<file path="config.mk">
export PLATFORM = sky130hd
export DESIGN_NAME = sa_fifo_ctrl_20x16
export DESIGN_NICKNAME = d
export VERILOG_FILES = /design/src/rtl/sa_fifo_pkg.sv /design/src/rtl/sa_fifo_ptr.sv /design/src/rtl/sa_fifo_ctrl_20x16.sv
export SDC_FILE = /design/constraint.sdc
export NUM_CORES = 1
export LEC_CHECK = 0
export BUFFER_PORTS_ARGS = -buffer_cell sky130_fd_sc_hd__buf_4
export CAP_MARGIN = 30
export CORE_MARGIN = 2
export CORE_UTILIZATION = 40
export CTS_CLUSTER_SIZE = 40
export DETAILED_ROUTE_END_ITERATION = 10
export GPL_TIMING_DRIVEN = 0
export PLACE_DENSITY = 0.77
export SYNTH_ARGS = -nofsm -noshare
export SYNTH_HDL_FRONTEND = slang
export SYNTH_SLANG_ARGS = --single-unit
</file>
<file path="constraint.sdc">
create_clock -name clk -period 2.4 [get_ports clk]
set_input_delay 0.6 -clock clk [delete_from_list [all_inputs] [get_ports clk]]
set_output_delay 0.6 -clock clk [all_outputs]
set_load 0.005 [all_outputs]
</file>
<file path="src/rtl/sa_fifo_pkg.sv">
// sa_fifo_pkg: shared constants and pointer-wrap helper for the 20x16 FIFO
// controller.
//   DEPTH    : RAM entries (20), fixed to match the RAM macro
//   WIDTH    : payload bits (16)
//   AW       : RAM address width (5)
//   next_ptr : pointer increment with 19 -> 0 wrap
package sa_fifo_pkg;

  localparam int DEPTH = 20;
  localparam int WIDTH = 16;
  localparam int AW    = 5;

  function automatic logic [AW-1:0] next_ptr(input logic [AW-1:0] ptr);
    return (ptr == AW'(DEPTH - 1)) ? '0 : ptr + AW'(1);
  endfunction

endpackage

</file>
<file path="src/rtl/sa_fifo_ptr.sv">
// sa_fifo_ptr: wrapping RAM pointer (0..DEPTH-1) with increment enable.
// Ports:
//   clk, reset : clock, async active-high reset (pointer -> 0)
//   inc        : advance pointer this cycle
//   ptr        : current pointer value
module sa_fifo_ptr
  import sa_fifo_pkg::*;
(
  input  logic          clk,
  input  logic          reset,
  input  logic          inc,
  output logic [AW-1:0] ptr
);

  logic [AW-1:0] ptr_q, ptr_d;

  always_comb begin
    ptr_d = ptr_q;
    if (inc) ptr_d = next_ptr(ptr_q);
  end

  always_ff @(posedge clk or posedge reset) begin
    if (reset) ptr_q <= '0;
    else       ptr_q <= ptr_d;
  end

  assign ptr = ptr_q;

endmodule

</file>
<file path="src/rtl/sa_fifo_ctrl_20x16.sv">
// sa_fifo_ctrl_20x16: valid/ready FIFO controller around an external 20x16
// two-port RAM with registered read (address latch, then output register)
// and an output bypass mux. The RAM data output is the FIFO read data.
// Ports:
//   clk, reset            : clock, async active-high reset
//   wr_pvld/wr_prdy/wr_pd : producer handshake and payload
//   rd_pvld/rd_prdy       : consumer handshake (data = RAM dout)
//   ram_we/ram_wa/ram_di  : RAM write port
//   ram_re/ram_ra         : RAM read-address latch enable / address
//   ram_ore               : RAM output-register enable
//   ram_byp_sel/ram_dbyp  : RAM bypass select / bypass data
//   fifo_cnt              : total entries held (0..21)
// Build option: define SA_FIFO_CTRL_BYPASS_EN to let a write into an
// otherwise empty pipeline go straight to the output register (1-cycle
// latency). Without it every entry goes through the RAM (3-cycle latency).
module sa_fifo_ctrl_20x16
  import sa_fifo_pkg::*;
(
  input  logic             clk,
  input  logic             reset,
  input  logic             wr_pvld,
  output logic             wr_prdy,
  input  logic [WIDTH-1:0] wr_pd,
  output logic             rd_pvld,
  input  logic             rd_prdy,
  output logic             ram_we,
  output logic [AW-1:0]    ram_wa,
  output logic [WIDTH-1:0] ram_di,
  output logic             ram_re,
  output logic [AW-1:0]    ram_ra,
  output logic             ram_ore,
  output logic             ram_byp_sel,
  output logic [WIDTH-1:0] ram_dbyp,
  output logic [AW-1:0]    fifo_cnt
);

  localparam logic [AW-1:0] CNT_MAX = AW'(DEPTH);

  // ram_cnt counts RAM slots not yet moved into the output register,
  // including the one whose address sits in the read latch (s1).
  logic [AW-1:0] ram_cnt_q, ram_cnt_d;
  logic          s1_vld_q, s1_vld_d;
  logic          s2_vld_q, s2_vld_d;

  logic wr_acc, pop, s2_free, ore_ram, s1_free, unread, re, we, byp;
  logic [AW-1:0] wptr, rptr;

  always_comb begin
    wr_acc  = wr_pvld & wr_prdy;
    pop     = s2_vld_q & rd_prdy;
    s2_free = ~s2_vld_q | pop;
    ore_ram = s1_vld_q & s2_free;
    s1_free = ~s1_vld_q | ore_ram;
    // Entries written in earlier cycles that have no read issued yet.
    unread  = ram_cnt_q > {{(AW-1){1'b0}}, s1_vld_q};
    re      = s1_free & unread;
    byp     = 1'b0;
`ifdef SA_FIFO_CTRL_BYPASS_EN
    byp     = wr_acc & (ram_cnt_q == '0) & ~s1_vld_q & s2_free;
`endif
    we      = wr_acc & ~byp;

    s1_vld_d = s1_vld_q;
    if (re)           s1_vld_d = 1'b1;
    else if (ore_ram) s1_vld_d = 1'b0;

    s2_vld_d = s2_vld_q;
    if (ore_ram | byp) s2_vld_d = 1'b1;
    else if (pop)      s2_vld_d = 1'b0;

    ram_cnt_d = ram_cnt_q;
    case ({we, ore_ram})
      2'b10:   ram_cnt_d = ram_cnt_q + AW'(1);
      2'b01:   ram_cnt_d = ram_cnt_q - AW'(1);
      default: ram_cnt_d = ram_cnt_q;
    endcase
  end

  always_ff @(posedge clk or posedge reset) begin
    if (reset) begin
      ram_cnt_q <= '0;
      s1_vld_q  <= 1'b0;
      s2_vld_q  <= 1'b0;
    end else begin
      ram_cnt_q <= ram_cnt_d;
      s1_vld_q  <= s1_vld_d;
      s2_vld_q  <= s2_vld_d;
    end
  end

  sa_fifo_ptr u_wptr (.clk(clk), .reset(reset), .inc(we), .ptr(wptr));
  sa_fifo_ptr u_rptr (.clk(clk), .reset(reset), .inc(re), .ptr(rptr));

  // Readiness depends only on registered state: no wr_pvld/rd_prdy path.
  assign wr_prdy     = ram_cnt_q < CNT_MAX;
  assign rd_pvld     = s2_vld_q;
  assign ram_we      = we;
  assign ram_wa      = wptr;
  assign ram_di      = wr_pd;
  assign ram_re      = re;
  assign ram_ra      = rptr;
  assign ram_ore     = ore_ram | byp;
  assign ram_byp_sel = byp;
  assign ram_dbyp    = wr_pd;
  assign fifo_cnt    = ram_cnt_q + {{(AW-1){1'b0}}, s2_vld_q};

endmodule

</file>
==> reports/results.tsv, run 1 <==
metric	value	unit
endpoint_kind	output port	
overflow	0	
rr_startpoint	ram_cnt_q[2]	
syn_area	1292	um2
die_h	60.85	um
io_buffers	55	
yosysSeqAreaShare	32.91	%
tightest_slew	0.6790	ns
drt-pass1-iter-count	4	
cp_max_fo	5	
place_hpwl	2.315	mm
drv_cap	0	
wl_per_cell	11.87	um
ys_types	36	
clkLatencyLatePin	0.29	ns
ys_warn_count	0	
wl_met2	1.481	mm
synth_common_cells	33 x buf_4, 17 x dfrtp_1, 10 x inv_1	
cp_num_buf_inv	2	
hp-class	primary input to async pin	
slew_viol_final	0	
r2r_slack	0.11	ns
syn-num-nets	167	
ant_nets	0	
top_layer	met4	
syn_area_per_cell	9.434	um2
crit_end	ram_re	
critPathSlowestCell	or4_4	
hold_viol_final	0	
path_cells	or4_4 > o21ai_4 > inv_1 > buf_4	
fin_skew	0.01026	ns
clock_path_buffers	2	
core	3053	um2
diodes	0	
synth_seq_cells	17	
ir_drop	0.4968	mV
slew_headroom	54.69	%
grt_pass1_vias	971	
async_flop_share	100.0	%
drive_gt1_share	52.26	%
finalSetupViolCount	0	
ff2ff_path_depth	8	
placed_cell_area	1763	um2
antenna_found_initial	0	
initial_core_util	42.34	%
status	complete, no violations	
grtUsageTotal	14.36	%
startpoint	ram_cnt_q[2]	
fin_nets	230	
clockRootBuffer	clkbuf_4	
wl_met3	204	um
tritoncts	yes	
rr_endpoint	ram_cnt_q[4]	
vias_per_cell	4.671	
worstPathRequired	1.80	ns
powerDensity	1083	nW/um2
place_congestion	0.7650	
m1WireLength	1.172	mm
clk_pin_slew	0.11	ns
ys.flop_type	dfrtp_1	
rows	20	
worstPathArrival	1.75	ns
cp-start-kind	flip-flop	
h-tree-depth	1	
cp_top_family	simple AND/OR/NAND/NOR gates	
grt_pass1_wl	4.071	mm
grt_max_degree	18	
ios	73	
cp.depth	4	
die_w	60.85	um
dieArea	3702	um2
p_leak	0.0009457	uW
num_vias	1135	
min_period_over_period	97.75	%
yosysMostFrequentCell	buf_4	
synth_area_leaders	dfrtp_1 33%, buf_4 19%, ha_1 8.7%	
fmax	0.4263	GHz
rsz0062_at_grt	false	
period_minus_slack	2.346	ns
fin_area	1846	um2
drt_iter0_markers	35	
area_growth	42.79	%
wirelength	2.884	mm
nFillCells	267	
cts.sinks	17	
synthCells	137	
drc	0	
fin_util	60.45	%
crit_path_max_incr_delay	0.59	ns
synth_edf_count	0	
crit_type	flip-flop to output port	
yosysTopAreaCell	dfrtp_1	
cts-buffers-inserted	3	
synth.top_cell.area_share	32.91	%
-- metal layers --
layer,global-route usage [%],vias to the layer above
met5,0,-
met4,4.037,0
met3,1.279,2
met2,27.04,50
met1,17.28,512
li1,-,571
-- worst min path at each step --
stage          startpoint       endpoint  slack [ns]  depth (start not counted)
2_1_floorplan    s1_vld_q        rd_pvld        0.48                          1
3_3_place_gp     s1_vld_q        rd_pvld        0.50                          1
3_5_place_dp     s1_vld_q        rd_pvld        0.52                          1
4_1_cts             reset  u_wptr.ptr[0]        0.42                          2
5_1_grt             reset  u_rptr.ptr[4]        0.45                          2
6_report            reset  u_wptr.ptr[0]        0.40                          2
-- metrics by stage --
step	power (uW)	cells	TNS, ns	worst slack, ns	hold slack (ns)
after floorplan	1277	137	0	0.03460	0.4750
after global placement	1705	236	-0.1446	-0.1446	0.5010
after detailed placement	1763	236	-0.1798	-0.1798	0.5172
after CTS	1936	240	0	0.01636	0.4223
after global routing	2176	243	0	0.001676	0.4506
final	1998	243	0	0.05406	0.4015
-- repair_timing --
action,4_1_cts,5_1_grt
endpoints found under the setup margin,1,2
hold endpoints to repair,0,0
resized for setup,3,4
hold buffers,0,0
buffers inserted,0,3
-- registers in the layout (all words and copies together) (netlist names) --
register and cells:
u_wptr.ptr 5, rd_pvld 1, s1_vld_q 1, ram_cnt_q 5, u_rptr.ptr 5
-- power by group --
group | switching [uW] | internal (uW) | leakage (uW) | total [uW]
clock network | 91.0 | 64.5 | 0.0000150 | 155
logic | 547 | 681 | 0.000736 | 1230
registers | 186 | 428 | 0.000195 | 614
total | 824 | 1170 | 0.000946 | 2000
-- placed cells by master (no fill, tap or decap), types with 4 or more instances in the layout --
| cell type | instances |
|---|---|
| inv_1 | 10 |
| nand2_1 | 4 |
| nor3_1 | 4 |
| nor2_1 | 4 |
| buf_4 | 91 |
| nand3_1 | 4 |
| ha_1 | 8 |
| a21o_1 | 6 |
| xnor2_1 | 4 |
| dfrtp_1 | 15 |
| xor2_1 | 4 |
-- final cells by class --
| class | instances | area (um2) | share of cell area, % |
|---|---|---|---|
| inverters | 10 | 37.54 | 2.034 |
| flip-flops and latches | 17 | 427.9 | 23.19 |
| repair buffers | 58 | 435.4 | 23.59 |
| clock buffers | 4 | 26.28 | 1.424 |
| plain buffers | 34 | 251.5 | 13.63 |
| well taps | 44 | 55.05 | 2.983 |
| multi-input cells | 76 | 611.8 | 33.15 |
-- cell families (layout without fill, tap and decap cells) --
kind of cell,after synthesis,in the layout,synth area share [%]
mux,3,3,2.517
simple gates,31,31,13.26
compound gates,23,23,12.97
other cells,1,1,0.2901
flops,17,17,32.91
fa+ha+maj,10,10,10.26
buf+inv,44,106,22.36
xor+xnor,8,8,5.421
Power figures use the tool's default switching activity.
==> inputs of run 2 (changes only) <==
CELL_PAD_IN_SITES_DETAIL_PLACEMENT = 1   (was default)
CELL_PAD_IN_SITES_GLOBAL_PLACEMENT = 1   (was default)
CORE_UTILIZATION = 28   (was 40)
PLACE_DENSITY = default   (was 0.77)
PLACE_DENSITY_LB_ADDON = 0.1   (was default)
SLEW_MARGIN = 40   (was default)
==> reports/results.tsv, run 2 (synthesis results as in run 1) <==
metric	value	unit
finalSetupViolCount	0	
fin_area	1864	um2
worstPathRequired	2.52	ns
die_h	71.94	um
cts.sinks	17	
ant_nets	0	
cp-start-kind	primary input	
vias_per_cell	4.679	
drive_gt1_share	51.78	%
period_minus_slack	2.319	ns
area_growth	44.24	%
num_vias	1165	
drt-pass1-iter-count	3	
drv_cap	0	
fin_ws	0.08065	ns
slew_viol_final	0	
wl_per_cell	13.00	um
min_period_over_period	96.64	%
clockRootBuffer	clkbuf_8	
cts-buffers-inserted	3	
rows	24	
endpoint_kind	flip-flop	
fin_util	42.23	%
wirelength	3.237	mm
clk_pin_slew	0.07	ns
place_congestion	0.8503	
io_buffers	55	
tightest_slew	0.6804	ns
final_cell_mix	89 x buf_4, 15 x dfrtp_1, 10 x inv_1	
grt_pass1_vias	1190	
hold_viol_final	0	
drt_iter0_markers	21	
final_common_cell	buf_4	
dieArea	5175	um2
grt_max_degree	18	
worstPathArrival	2.44	ns
rsz0062_at_grt	true	
initial_core_util	29.28	%
fin_skew	0.002718	ns
placed_cell_area	1773	um2
powerDensity	1094	nW/um2
crit_type	primary input to flip-flop	
drc	0	
pre_cts_ws	-0.2207	ns
diodes	0	
die_w	71.94	um
cp_max_fo	7	
ir_drop	0.3106	mV
place_hpwl	2.712	mm
overflow	0	
slew_headroom	54.59	%
hp-class	primary input to async pin	
p_leak	0.0009462	uW
fin_nets	228	
fmax	0.4312	GHz
tritoncts	yes	
grtUsageTotal	12.66	%
antenna_found_initial	0	
grt_pass1_wl	5.181	mm
clock_path_buffers	2	
status	complete, no violations	
clkLatencyLatePin	0.25	ns
ios	73	
h-tree-depth	1	
core	4414	um2
## run 2: metrics by stage
step                      total power [uW]  TNS [ns]  instances  hold slack, ns
after global placement                1732   -0.1797        244          0.5010
after CTS                             2036         0        248          0.4749
after global routing                  2255  -0.01609        249          0.5025
after floorplan                       1277         0        137          0.4750
after detailed placement              1782   -0.2207        244          0.5241
final                                 2039         0        249          0.4512
## run 2: area by class of cell
class | instances | area (um2)
Clock buffer | 4 | 45.04
Fill cell | 524 | 2550
Buffer | 34 | 251.5
Tap cell | 52 | 65.06
Multi-Input combinational cell | 76 | 616.8
Timing Repair Buffer | 56 | 420.4
Inverter | 10 | 37.54
Sequential cell | 17 | 427.9
## run 2: metal layers
layer | routed length (um) | track usage, % | vias to the layer above
met5 | 0 | 0 | -
li1 | - | - | 560
met1 | 1271 | 14.66 | 531
met2 | 1587 | 22.33 | 67
met4 | 53 | 4.403 | 0
met3 | 325 | 3.611 | 7
## run 2: what timing repair did
item | 4_1_cts | 5_1_grt
setup buffers | 0 | 1
endpoints found under the setup margin | 2 | 2
gates resized for setup | 4 | 4
cloned | 0 | 0
hold buffers | 0 | 0
## run 2: final timing paths
| path | start | endpoint | slack (ns) | cells past startpoint |
|---|---|---|---|---|
| worst max-delay path | rd_prdy | ram_cnt_q[4] | 0.08 | 9 |
| worst min-delay path | reset | u_rptr.ptr[4] | 0.45 | 2 |
| worst max register to register | ram_cnt_q[3] | ram_cnt_q[4] | 0.13 | 8 |
| worst min register to register | s1_vld_q | rd_pvld | 0.53 | 1 |
| max in group asynchronous | reset | ram_cnt_q[3] | 1.48 | 2 |
| min in group clk | s1_vld_q | rd_pvld | 0.53 | 1 |
## run 2: critical path: stages
cell and delay, ns:
buf_4 0.11, nand2b_1 0.14, and2_1 0.20, ha_4 0.20, ha_1 0.31, nor2b_1 0.17
or4_1 0.48, nand4_1 0.10, o311ai_0 0.12
## run 2: where the power goes
part | total (uW) | internal, uW | switching, uW
clock | 217 | 118 | 99.1
sequential | 622 | 430 | 192
combinational | 1200 | 662 | 538
==> inputs of run 3 (changes only) <==
ABC_AREA = 1   (was default)
==> reports/results.tsv, run 3 <==
metric	value	unit
initial_core_util	29.17	%
die_h	74.14	um
synth.top_cell.area_share	30.88	%
async_flop_share	100.0	%
tightest_slew	0.6616	ns
fin_skew	0.004790	ns
status	complete, no violations	
ant_nets	0	
p_sw_share	44.71	%
area_growth	39.42	%
die_w	74.14	um
slew_viol_final	0	
drive_gt1_share	44.26	%
grt-busiest-layer	met2	
yosysSeqAreaShare	30.88	%
p_switching	960.7	uW
grtUsageTotal	11.89	%
hold_viol_final	0	
syn_area_per_cell	7.827	um2
rows	25	
synth_edf_count	0	
final_cell_mix	88 x buf_4, 42 x nand2_1, 19 x inv_1	
layout.cells.non_filler	302	
core	4723	um2
yosysMostFrequentCell	nand2_1	
overflow	0	
seqPwrFrac	28.8	%
min_period_over_period	89.69	%
fmax	0.4646	GHz
synthCells	176	
antenna_found_initial	0	
slew_headroom	55.84	%
ff2ff_path_depth	15	
ctsHoldBuffers	0	
diodes	0	
p_leak	0.001058	uW
placed_cell_area	1874	um2
final_common_cell	buf_4	
clk_pin_slew	0.07	ns
crit_type	flip-flop to output port	
syn-num-nets	206	
grt_pass1_wl	5.078	mm
setup_tns	0	ns
p_clk_share	10.2	%
syn_area	1378	um2
drv_cap	0	
synth_area_leaders	dfrtp_1 31%, buf_4 18%, nand2_1 11%	
ys.flop_type	dfrtp_1	
fin_ws	0.2476	ns
grt_max_degree	18	
dp_cells	298	
h-tree-depth	1	
ir_drop	0.4390	mV
finalSetupViolCount	0	
ys_warn_count	0	
pre_cts_ws	0.01038	ns
clock_path_buffers	2	
pwr-share-comb	61.1	%
period_minus_slack	2.152	ns
cts.sinks	17	
num_vias	1252	
drt_iter0_markers	27	
tritoncts	yes	
worstPathRequired	1.80	ns
drc	0	
cp-start-kind	flip-flop	
powerDensity	1119	nW/um2
wirelength	3.200	mm
crit_end	ram_re	
vias_per_cell	4.146	
synth_common_cells	42 x nand2_1, 33 x buf_4, 19 x inv_1	
r2r_slack	0.28	ns
rr_startpoint	ram_cnt_q[2]	
endpoint_kind	output port	
gr-usage-met1	15.85	%
io_buffers	55	
ys_types	26	
grt_pass1_vias	1072	
cts-buffers-inserted	3	
fin_nets	266	
total_power	2149	uW
cts.repair.resized	0	
clkLatencyLatePin	0.25	ns
p_int	1188	uW
rsz0062_at_grt	false	
synth_seq_cells	17	
worstPathArrival	1.55	ns
place_hpwl	2.660	mm
ios	73	
place_congestion	0.7330	
yosysTopAreaCell	dfrtp_1	
dieArea	5497	um2
startpoint	ram_cnt_q[0]	
cp_max_fo	10	
cts_setup_buffers	0	
met2_usage	19.54	%
fin_area	1921	um2
wl_per_cell	10.60	um
rr_endpoint	ram_cnt_q[4]	
hp-class	primary input to async pin	
clockRootBuffer	clkbuf_8	
grt_util_met3	3.117	%
drt-pass1-iter-count	4	
==> run 3: cell count changes after synthesis, sizes merged, moves of 4 or more <==
cell,previous run,this run
o21ai,5,9
nor3,4,0
a21o,6,0
nand3,4,15
nand2,5,46
inv,10,23
==> run 3: logic make-up after synthesis <==
| family | count (synthesis) | share of synthesized area [%] |
|---|---|---|
| and+or+nand+nor | 72 | 24.62 |
| buffers and inverters | 57 | 24.89 |
| DFF | 17 | 30.88 |
| AOI/OAI and AO/OA | 12 | 5.269 |
| adders and majority gates | 10 | 9.628 |
| xor gates and xnor gates | 7 | 4.451 |
| other | 1 | 0.2722 |
==> run 3: power groups by stage <==
stage          logic [uW]  clock network (uW)  registers [uW]
2_1_floorplan         856                   0             580
3_3_place_gp         1320                   0             623
3_5_place_dp         1350                   0             627
4_1_cts              1350                 231             624
5_1_grt              1520                 246             652
6_report             1310                 219             618
==> run 3: through the flow <==
stage / hold WS [ns] / util (%)
after floorplan: 0.4742 / -
after global placement: 0.5044 / 39.68
after detailed placement: 0.5130 / 39.68
after CTS: 0.4701 / 40.66
after global routing: 0.5088 / 40.66
final: 0.4387 / 40.66
==> run 3: worst min path at each step <==
stage                        start            end  slack, ns  cells after the start
final                        reset  u_rptr.ptr[4]       0.44                      2
after floorplan           s1_vld_q        rd_pvld       0.47                      2
after detailed placement  s1_vld_q        rd_pvld       0.51                      2
after global routing         reset  u_wptr.ptr[1]       0.51                      2
after CTS                    reset  u_rptr.ptr[4]       0.47                      2
after global placement    s1_vld_q        rd_pvld       0.50                      2
==> run 3: worst max-delay path, stage by stage, from the launching register on <==
cell and delay, ns:
dfrtp_1 0.42, inv_1 0.10, ha_1 0.28, inv_1 0.03, nand2_1 0.06, nand3_2 0.08
nand2_4 0.13, inv_2 0.06, buf_4 0.13
==> run 3: final cells by class <==
cell class	instances	area [um2]
fill	601	2803
multi-input combinational	102	609.3
sequential	17	425.4
timing repair buffer	55	412.9
buffer	33	247.7
inverter	24	95.09
tap	67	83.83
clock buffer	3	41.29
clock inverter	1	5.005
==> run 3: routing by layer <==
metal	part of all wire [%]	routed length, um
met2	47	1509
met5	0	0
met4	0.59	19
met1	45	1435
met3	7.4	236
